File: src/rtl/div_multi_cycle.sv
// Iterative radix-2 restoring unsigned divider with valid/ready handshakes on both sides.
// One quotient bit is produced per clock; the dividend shift register doubles as the quotient register.
module div_multi_cycle #(
  parameter int DIVIDEND_W = 8,
  parameter int DIVISOR_W  = 4
) (
  input  logic                  clk,
  input  logic                  rst,
  input  logic                  in_valid,
  output logic                  in_ready,
  input  logic [DIVIDEND_W-1:0] dividend,
  input  logic [DIVISOR_W-1:0]  divisor,
  output logic                  out_valid,
  input  logic                  out_ready,
  output logic [DIVIDEND_W-1:0] quotient,
  output logic [DIVISOR_W-1:0]  remainder,
  output logic                  div_zero
);

  localparam int CNT_W = $clog2(DIVIDEND_W + 1);
  localparam logic [CNT_W-1:0] CNT_LOAD = CNT_W'(DIVIDEND_W);

  typedef enum logic [1:0] {IDLE, BUSY, DONE} state_t;

  state_t                state_q, state_d;
  logic [CNT_W-1:0]      count_q, count_d;
  logic [DIVIDEND_W-1:0] dvd_q, dvd_d;
  logic [DIVISOR_W-1:0]  dvs_q, dvs_d;
  logic [DIVISOR_W-1:0]  rem_q, rem_d;
  logic [DIVIDEND_W-1:0] quotient_q, quotient_d;
  logic [DIVISOR_W-1:0]  remainder_q, remainder_d;
  logic                  divZero_q, divZero_d;

  logic [DIVISOR_W:0]    remShift;
  logic                  qBit;
  logic [DIVISOR_W-1:0]  remNext;
  logic [DIVIDEND_W-1:0] quotShift;
  logic                  lastStep;
  logic                  dvsIsZero;

  // The stored remainder is always below the divisor, so after the shift it fits in DIVISOR_W+1 bits.
  always_comb begin
    remShift  = {rem_q, dvd_q[DIVIDEND_W-1]};
    qBit      = (remShift >= {1'b0, dvs_q});
    remNext   = qBit ? DIVISOR_W'(remShift - {1'b0, dvs_q}) : remShift[DIVISOR_W-1:0];
    quotShift = {dvd_q[DIVIDEND_W-2:0], qBit};
    lastStep  = (count_q == CNT_W'(1));
    dvsIsZero = (dvs_q == '0);
  end

  always_ff @(posedge clk) begin
    if (rst) begin
      state_q <= IDLE;
    end else begin
      state_q <= state_d;
    end
  end

  always_comb begin
    state_d = state_q;
    case (state_q)
      IDLE:    if (in_valid)  state_d = BUSY;
      BUSY:    if (lastStep)  state_d = DONE;
      DONE:    if (out_ready) state_d = IDLE;
      default: state_d = IDLE;
    endcase
  end

  always_comb begin
    in_ready  = (state_q == IDLE);
    out_valid = (state_q == DONE);
  end

  // Result registers are written only on the step that enters DONE, so they hold through the drain.
  always_comb begin
    count_d     = count_q;
    dvd_d       = dvd_q;
    dvs_d       = dvs_q;
    rem_d       = rem_q;
    quotient_d  = quotient_q;
    remainder_d = remainder_q;
    divZero_d   = divZero_q;
    case (state_q)
      IDLE: begin
        if (in_valid) begin
          dvd_d   = dividend;
          dvs_d   = divisor;
          rem_d   = '0;
          count_d = CNT_LOAD;
        end
      end
      BUSY: begin
        dvd_d   = quotShift;
        rem_d   = remNext;
        count_d = count_q - CNT_W'(1);
        if (lastStep) begin
          quotient_d  = dvsIsZero ? '1 : quotShift;
          remainder_d = dvsIsZero ? '0 : remNext;
          divZero_d   = dvsIsZero;
        end
      end
      default: begin
      end
    endcase
  end

  always_ff @(posedge clk) begin
    if (rst) begin
      count_q     <= '0;
      dvd_q       <= '0;
      dvs_q       <= '0;
      rem_q       <= '0;
      quotient_q  <= '0;
      remainder_q <= '0;
      divZero_q   <= 1'b0;
    end else begin
      count_q     <= count_d;
      dvd_q       <= dvd_d;
      dvs_q       <= dvs_d;
      rem_q       <= rem_d;
      quotient_q  <= quotient_d;
      remainder_q <= remainder_d;
      divZero_q   <= divZero_d;
    end
  end

  assign quotient  = quotient_q;
  assign remainder = remainder_q;
  assign div_zero  = divZero_q;

endmodule
File: config.mk
export PLATFORM = sky130hd
export DESIGN_NAME = div_multi_cycle
export DESIGN_NICKNAME = d
export VERILOG_FILES = /design/src/rtl/div_multi_cycle.sv
export SDC_FILE = /design/constraint.sdc
export NUM_CORES = 1
export LEC_CHECK = 0
export CORE_ASPECT_RATIO = 0.5
export CORE_UTILIZATION = 57
export CTS_BUF_LIST = sky130_fd_sc_hd__clkbuf_8
export DETAILED_ROUTE_END_ITERATION = 10
export PLACE_DENSITY = 0.87
export SYNTH_ARGS = -nofsm -noshare
export SYNTH_HDL_FRONTEND = slang
export SYNTH_SLANG_ARGS = --single-unit
File: constraint.sdc
create_clock -name clk -period 3.9 [get_ports clk]
set_input_delay 0.39 -clock clk [delete_from_list [all_inputs] [get_ports clk]]
set_output_delay 0.39 -clock clk [all_outputs]
set_load 0.005 [all_outputs]
# Yosys cells after proc, flatten, opt, wreduce, memory -nomap -nowiden
# Cells that the tools add are included.
# word_totals
register_bits	35
inputBits	16
wordCells	37
# classes
n_addsub	2
n_lt_le_gt_ge	1
eq_ne	6
n_mux	13
reduce_logical	7
# op_table
cell	n
2-to-1 mux 4 bit	4
2-to-1 mux 8 bit	2
case mux 4 bit (2 select lines)	2
case mux 8 bit (2 select lines)	1
2-to-1 mux 2 bit	3
case mux 2 bit (3 select lines)	1
AND reduction 2 bit	3
>= comparator 5 x 4 -> 1 bit	1
== test 4 x 1 -> 1 bit (second input constant)	1
zero test 4 bit	1
!= test 2 bit (second input constant)	2
subtractor 4 x 1 -> 4 bit (second input constant)	1
subtractor 4 bit	1
AND reduction 3 bit	1
== test 2 x 1 -> 1 bit (second input constant)	1
== test 2 bit (second input constant)	1
zero test 2 bit	1
!= test 2 x 1 -> 1 bit (second input constant)	1
nonzero test 2 bit	1

# Logic depth before layout (Yosys ltp)
# Gate-level depths: netlist of the first run.
# logic_depth
ltp_word	3
mapped_depth	8
ltp_nobuf	7

# Worst setup path after synthesis of the first run
# No wires, ideal clock.
# synth_path
path_type	reg-to-reg
start	reg dvs_q[2]
end	reg rem_q[0]
arrival_time_ns	1.509
t_required_ns	3.783
setup_slack_ns	2.274
stages_incl_launch_ff	8
synth_period_minus_slack_ns	1.626
cell_sequence	dfxtp_1 -> inv_1 -> ha_1 -> nor2_1 -> o21ai_0 -> nand2_2 -> mux2i_1 -> a22o_1
# synth_via
elab_chain_cells	3
# synth_lines
item	line	source
from (decl)	28	logic [DIVISOR_W-1:0] dvs_q, dvs_d;
from (signal assigned)	119	dvs_q <= dvs_d;
>= comparator 5 x 4 -> 1 bit	44	qBit = (remShift >= {1'b0, dvs_q});
2-to-1 mux 4 bit	45	remNext = qBit ? DIVISOR_W'(remShift - {1'b0, dvs_q}) : remShift[DIVISOR_W-1:0];
case mux 4 bit (2 select lines)	83	case (state_q)
to (signal assigned)	120	rem_q <= rem_d;
to (decl)	29	logic [DIVISOR_W-1:0] rem_q, rem_d;
# No other way between the ends.
# A chain may end at the register's enable or synchronous reset.

# Final worst setup path of the first run
# layout_path
start	reg dvs_q[1]
end	reg remainder_q[1] (netlist: remainder[1])
# layout_via
elab_chain_cells	3
# layout_lines
item	line	source
subtractor 4 bit / >= comparator 5 x 4 -> 1 bit (equally long branches)	45, 44	
2-to-1 mux 4 bit	45	
2-to-1 mux 4 bit *	98	remainder_d = dvsIsZero ? '0 : remNext;
to (signal assigned)	122	remainder_q <= remainder_d;
to (decl)	31	logic [DIVISOR_W-1:0] remainder_q, remainder_d;
# Every way passes the cells marked *; elsewhere a longest branch is shown, timed or not.

==> results of run 1 <==
## cell usage after synthesis (2+ instances only)
library cell	n	area, sq um
a21oi_1	18	90.1
nand2b_1	2	12.5
nor4_1	2	12.5
a211oi_1	3	22.5
clkbuf_1	4	15.0
nand2_1	23	86.3
o31ai_1	2	15.0
o21ai_0	6	30.0
dfxtp_1	35	701
inv_1	9	33.8
a22o_1	2	17.5
nor2b_1	2	12.5
ha_1	6	75.1
nor3_1	11	55.1
nand3_1	2	10.0
buf_2	2	10.0
a22oi_1	8	60.1
nor2_1	29	109
mux2i_1	3	30.0
## worst reg2reg max path, stage by stage, from the launching register on
cell and delay (ns):
dfxtp_1 0.41, inv_1 0.12, ha_1 0.23, nor4_1 0.25
o21ai_0 0.21, nand2_2 0.20, mux2i_1 0.29, o31ai_1 0.10
## final timing paths
kind | to | slack, ns
setup / recovery | remainder[1] | 1.95
hold / removal | dvd_q[3] | 0.48
setup reg to reg | remainder[1] | 1.95
hold reg to reg | dvd_q[3] | 0.48
## per-stage QoR
step                cell area, sq um  hold WS (ns)   util  setup WS [ns]  power, mW
floorplan                       1600         0.436      -           2.27      0.508
global placement                1920         0.448  0.727           2.07      0.557
detailed placement              1920         0.464  0.727           2.04      0.564
CTS                             2000         0.478  0.758           2.04      0.803
global route                    2000         0.500  0.758           1.88      0.845
finish                          2000         0.477  0.758           1.95      0.804
## state kept, by name (all words and copies together), names as in the netlist
register and cells:
state_q 2, rem_q 4, quotient 8, remainder 4
dvs_q 4, dvd_q 8, div_zero 1, count_q 4
## cell type report
class	count	area, sq um
multi-input combinational	137	821
sequential	35	701
fill	196	637
timing repair buffer	32	315
clock buffer	5	68.8
tap	37	46.3
inverter	9	33.8
clock inverter	3	12.5
## power breakdown
part	internal [mW]	leakage (nW)	switching (mW)	total, mW
clock network	0.120	0.0505	0.125	0.245
logic	0.0728	0.444	0.0862	0.159
registers	0.379	0.286	0.0209	0.400
## layer usage
metal	global-route usage	wire, microns
met2	0.478	1840
met5	0	0
met4	0.135	74
met1	0.317	1680
met3	0.0791	229
## cells by family after synthesis
family,synth area share
XOR/XNOR,0.00548
AO/OA/AOI/OAI,0.185
multiplexers,0.0188
buffers and inverters,0.0485
adder cells (fa/ha/maj),0.0595
flip-flops,0.438
AND/OR/NAND/NOR,0.245
==> results.sh, run 1 <==
export IMPL_cp_num_cells=7
export IMPL_cp_end_kind="flip-flop"
export IMPL_critPathRequiredTime_ns=4.04
export IMPL_htree_levels=2
export IMPL_wl_mm=3.82
export IMPL_area_growth_pct=25.0
export IMPL_antenna_cells=0
export IMPL_synth_cells=189
export IMPL_grt_start_max_net_pins=37
export IMPL_clk_latency_ns=0.29
export IMPL_dr_pass1_iters=6
export IMPL_slowest_delay_ns=0.41
export IMPL_gp_congestion=0.890
export IMPL_synth_top_flop_cell="dfxtp_1"
export IMPL_synth_edf_count=0
export IMPL_maxCapViolations=0
export IMPL_timing_hold_violations_final=0
export IMPL_ant_nets=0
export IMPL_die_h_microns=39.5
export IMPL_route_detailed_drc=0
export IMPL_ir_drop_mv=0.254
export IMPL_rr_worst_depth=7
export IMPL_port_buffers=30
export IMPL_fin_crit_ns=1.95
export IMPL_cts_setup_buffers=0
export IMPL_timing_rr_start="dvs_q[1]"
export IMPL_dp_hpwl_mm=2.74
export IMPL_wl_per_cell_microns=14.8
export IMPL_powerDensity_nw_per_um2=402
export IMPL_viasPerCell=5.78
export IMPL_min_path_type="flip-flop to flip-flop"
export IMPL_clk_path_buf_depth=2
export IMPL_dieArea_sq_um=3030
export IMPL_rows=13
export IMPL_fin_cells=258
export IMPL_grt_setup_unrepaired="false"
export IMPL_layout_commonest_cell="dfxtp_1"
export IMPL_synth_cell_types=39
export IMPL_syn_cell_area_sq_um=1600
export IMPL_cts_tree="yes"
export IMPL_grt_pass1_wl_mm=5.93
export IMPL_cts_buffers=5
export IMPL_synthArstFlopShare=0
export IMPL_antenna_found_initial=0
export IMPL_critPathLaunchType="flip-flop"
export IMPL_min_from="dvd_q[3]"
export IMPL_worstMarginPinSlew_ns=0.757
export IMPL_outcome="finished clean"
export IMPL_crit_start="dvs_q[1]"
export IMPL_drt_initial_drc_count=64
export IMPL_yosys_warnings=0
export IMPL_grt_overflow_total=0
export IMPL_fin_skew_ns=0.00915
export IMPL_worstPathArrival_ns=2.09
export IMPL_track_usage=0.272
export IMPL_final_layout_size_suffix_gt1_frac=0.0679
export IMPL_crit_path_max_fanout=6
export IMPL_cts_clk_slew_worst_paths_ns=0.07
export IMPL_placed_cells=250
export IMPL_cts_root_buf="clkbuf_8"
export IMPL_core_sq_um=2640
export IMPL_fin_crit_sh=0.499
export IMPL_yosysSeqAreaShare=0.438
export IMPL_first_global_vias=1270
export IMPL_vias=1490
export IMPL_setup_tns_ns=0
export IMPL_path_buf_inv=1
export IMPL_path_cells="inv_1 > ha_1 > nor4_1 > o21ai_0 > nand2_2 > mux2i_1 > o31ai_1"
export IMPL_final_cell_mix="dfxtp_1 (35), clkdlybuf4s50_1 (30), nor2_1 (29)"
export IMPL_min_delay_path_depth=2
export IMPL_synth_seq_cells=35
export IMPL_slew_headroom=0.493
export IMPL_ios=31
export IMPL_fmax_mhz=514
export IMPL_initial_utilization=0.607
export IMPL_mappedNetlistNets=212
export IMPL_syn_area_per_cell_sq_um=8.46
export IMPL_ctsHoldBuffers=0
export IMPL_power_leakage_nw=0.780
export IMPL_slowest_stage="dfxtp_1"
export IMPL_crit_type="flip-flop to flip-flop"
export IMPL_setup_viol=0
export IMPL_critical_path_top_delay_family="simple AND/OR/NAND/NOR gates"
export IMPL_cts_resized=0
export IMPL_die_width_microns=76.9
export IMPL_slew_viol_final=0
export IMPL_clkSinkCount=35
export IMPL_final_nets=243
Power figures use the tool's default switching activity.
==> run 2, diff against run 1 <==
CORE_UTILIZATION = 48   (was 57)
PLACE_DENSITY = 0.78   (was 0.87)
clock period = 1.7 ns   (was 3.9 ns; I/O delays follow)
==> run 2 against run 1 <==
Cell count is 9.3% higher; clock power rose to 3.2 times the previous value; critical path depth did not move; sequential share of layout area is 4.8 points lower; flip-flop and latch count unchanged; global-route usage is 3.1 points lower; hold slack worse by 0.046 ns; critical endpoint is now remainder[2]; largest cell class unchanged; largest power group unchanged.
==> results.sh, run 2 (synthesized netlist as in run 1, its figures left out) <==
export IMPL_outcome="finished clean"
export IMPL_die_h_microns=42.8
export IMPL_powerDensity_nw_per_um2=955
export IMPL_clk_latency_ns=0.30
export IMPL_slew_headroom=0.696
export IMPL_cp_end_kind="flip-flop"
export IMPL_crit_type="flip-flop to flip-flop"
export IMPL_cts_buffers=5
export IMPL_port_buffers=30
export IMPL_crit_start="dvd_q[7]"
export IMPL_ios=31
export IMPL_final_layout_size_suffix_gt1_frac=0.248
export IMPL_setup_viol=0
export IMPL_worstMarginPinSlew_ns=0.455
export IMPL_gp_congestion=0.853
export IMPL_rr_endpoint="remainder[2]"
export IMPL_vias=1528
export IMPL_cts_tree="yes"
export IMPL_ir_drop_mv=0.637
export IMPL_ant_nets=0
export IMPL_core_sq_um=3080
export IMPL_worstPathArrival_ns=1.85
export IMPL_rr_worst_depth=7
export IMPL_fin_skew_ns=0.00715
export IMPL_antenna_found_initial=0
export IMPL_final_cell_mix="dfxtp_1 (32), clkdlybuf4s50_1 (30), nor2_1 (27)"
export IMPL_fin_crit_sh=0.965
export IMPL_fmax_mhz=610
export IMPL_grt_start_max_net_pins=23
export IMPL_endpoint="remainder[2]"
export IMPL_antenna_cells=0
export IMPL_min_path_type="primary input to flip-flop"
export IMPL_rows=14
export IMPL_critPathLaunchType="flip-flop"
export IMPL_slew_viol_final=0
export IMPL_viasPerCell=5.42
export IMPL_timing_rr_start="dvd_q[7]"
export IMPL_holdWs_ns=0.431
export IMPL_power_leakage_nw=0.919
export IMPL_dr_pass1_iters=4
export IMPL_final_nets=264
export IMPL_crit_path_max_fanout=3
export IMPL_cts_clk_slew_worst_paths_ns=0.07
export IMPL_area_growth_pct=45.5
export IMPL_fin_crit_ns=1.64
export IMPL_grt_overflow_total=0
export IMPL_wl_mm=4.26
export IMPL_dp_hpwl_mm=2.79
export IMPL_die_width_microns=83.6
export IMPL_first_global_vias=1442
export IMPL_ctsHoldBuffers=0
export IMPL_maxCapViolations=0
export IMPL_rrSetupSlack_ns=0.06
export IMPL_critPathRequiredTime_ns=1.91
export IMPL_initial_utilization=0.519
export IMPL_dieArea_sq_um=3580
export IMPL_fill_cells=237
export IMPL_p_total_mw=2.22
export IMPL_clk_path_buf_depth=2
export IMPL_grt_pass1_wl_mm=6.57
export IMPL_clkSinkCount=35
export IMPL_route_detailed_drc=0
export IMPL_timing_hold_violations_final=0
export IMPL_track_usage=0.240
export IMPL_htree_levels=2
export IMPL_cts_root_buf="clkbuf_8"
export IMPL_layout_commonest_cell="dfxtp_1"
export IMPL_drt_initial_drc_count=81
export IMPL_wl_per_cell_microns=15.1
## run 2: worst min-delay path by stage
stage,start,end,cells after the start
after global placement,remainder[2],remainder[2],2
after floorplan,divisor[2],dvs_q[2],2
after CTS,divisor[0],dvs_q[0],3
final,divisor[0],dvs_q[0],3
after global routing,divisor[0],dvs_q[0],3
after detailed placement,remainder[1],remainder[1],2
## run 2: final cells by class
type	count	area, sq um	area share
inverters	9	33.8	0.0145
clock inverters	2	35.0	0.0151
repair buffers	53	487	0.209
multi-input cells	137	933	0.401
well taps	40	50.0	0.0215
clock buffers	6	82.6	0.0355
flip-flops and latches	35	704	0.303
## run 2: metrics by stage
stage | utilization | std cells | setup slack, ns | TNS [ns] | cell area, sq um
floorplan | - | 189 | 0.0738 | 0 | 1600
global placement | 0.671 | 271 | 0.00705 | 0 | 2070
detailed placement | 0.671 | 271 | -0.0485 | -0.174 | 2070
CTS | 0.711 | 279 | -0.0104 | -0.0201 | 2190
global route | 0.754 | 282 | -0.0154 | -0.0406 | 2330
finish | 0.754 | 282 | 0.0601 | 0 | 2330
## run 2: power by group
part           switching, mW  internal, mW
Clock                  0.316         0.474
Combinational          0.255         0.261
Sequential            0.0436         0.871
Total                  0.615          1.61
## run 2: routing by layer
metal / GRT usage / vias up / routed length (microns)
li1: - / 764 / -
met1: 0.295 / 711 / 1970
met2: 0.395 / 44 / 2020
met3: 0.0661 / 9 / 186
met4: 0.122 / 0 / 84
met5: 0 / - / 0
## run 2: timing repair
| item | 4_1_cts | 5_1_grt |
|---|---|---|
| buffers inserted | 0 | 2 |
| cloned | 0 | 1 |
| gates resized for setup | 4 | 28 |
| pin swaps | 1 | 6 |
| endpoints found under the setup margin | 6 | 16 |
## run 2: worst max-delay path: stages (launching register included)
cell and delay, ns:
dfxtp_1 0.32, inv_1 0.11, ha_2 0.20, inv_1 0.07, fa_2 0.36, xor2_2 0.19
mux2i_4 0.09, o31ai_1 0.21
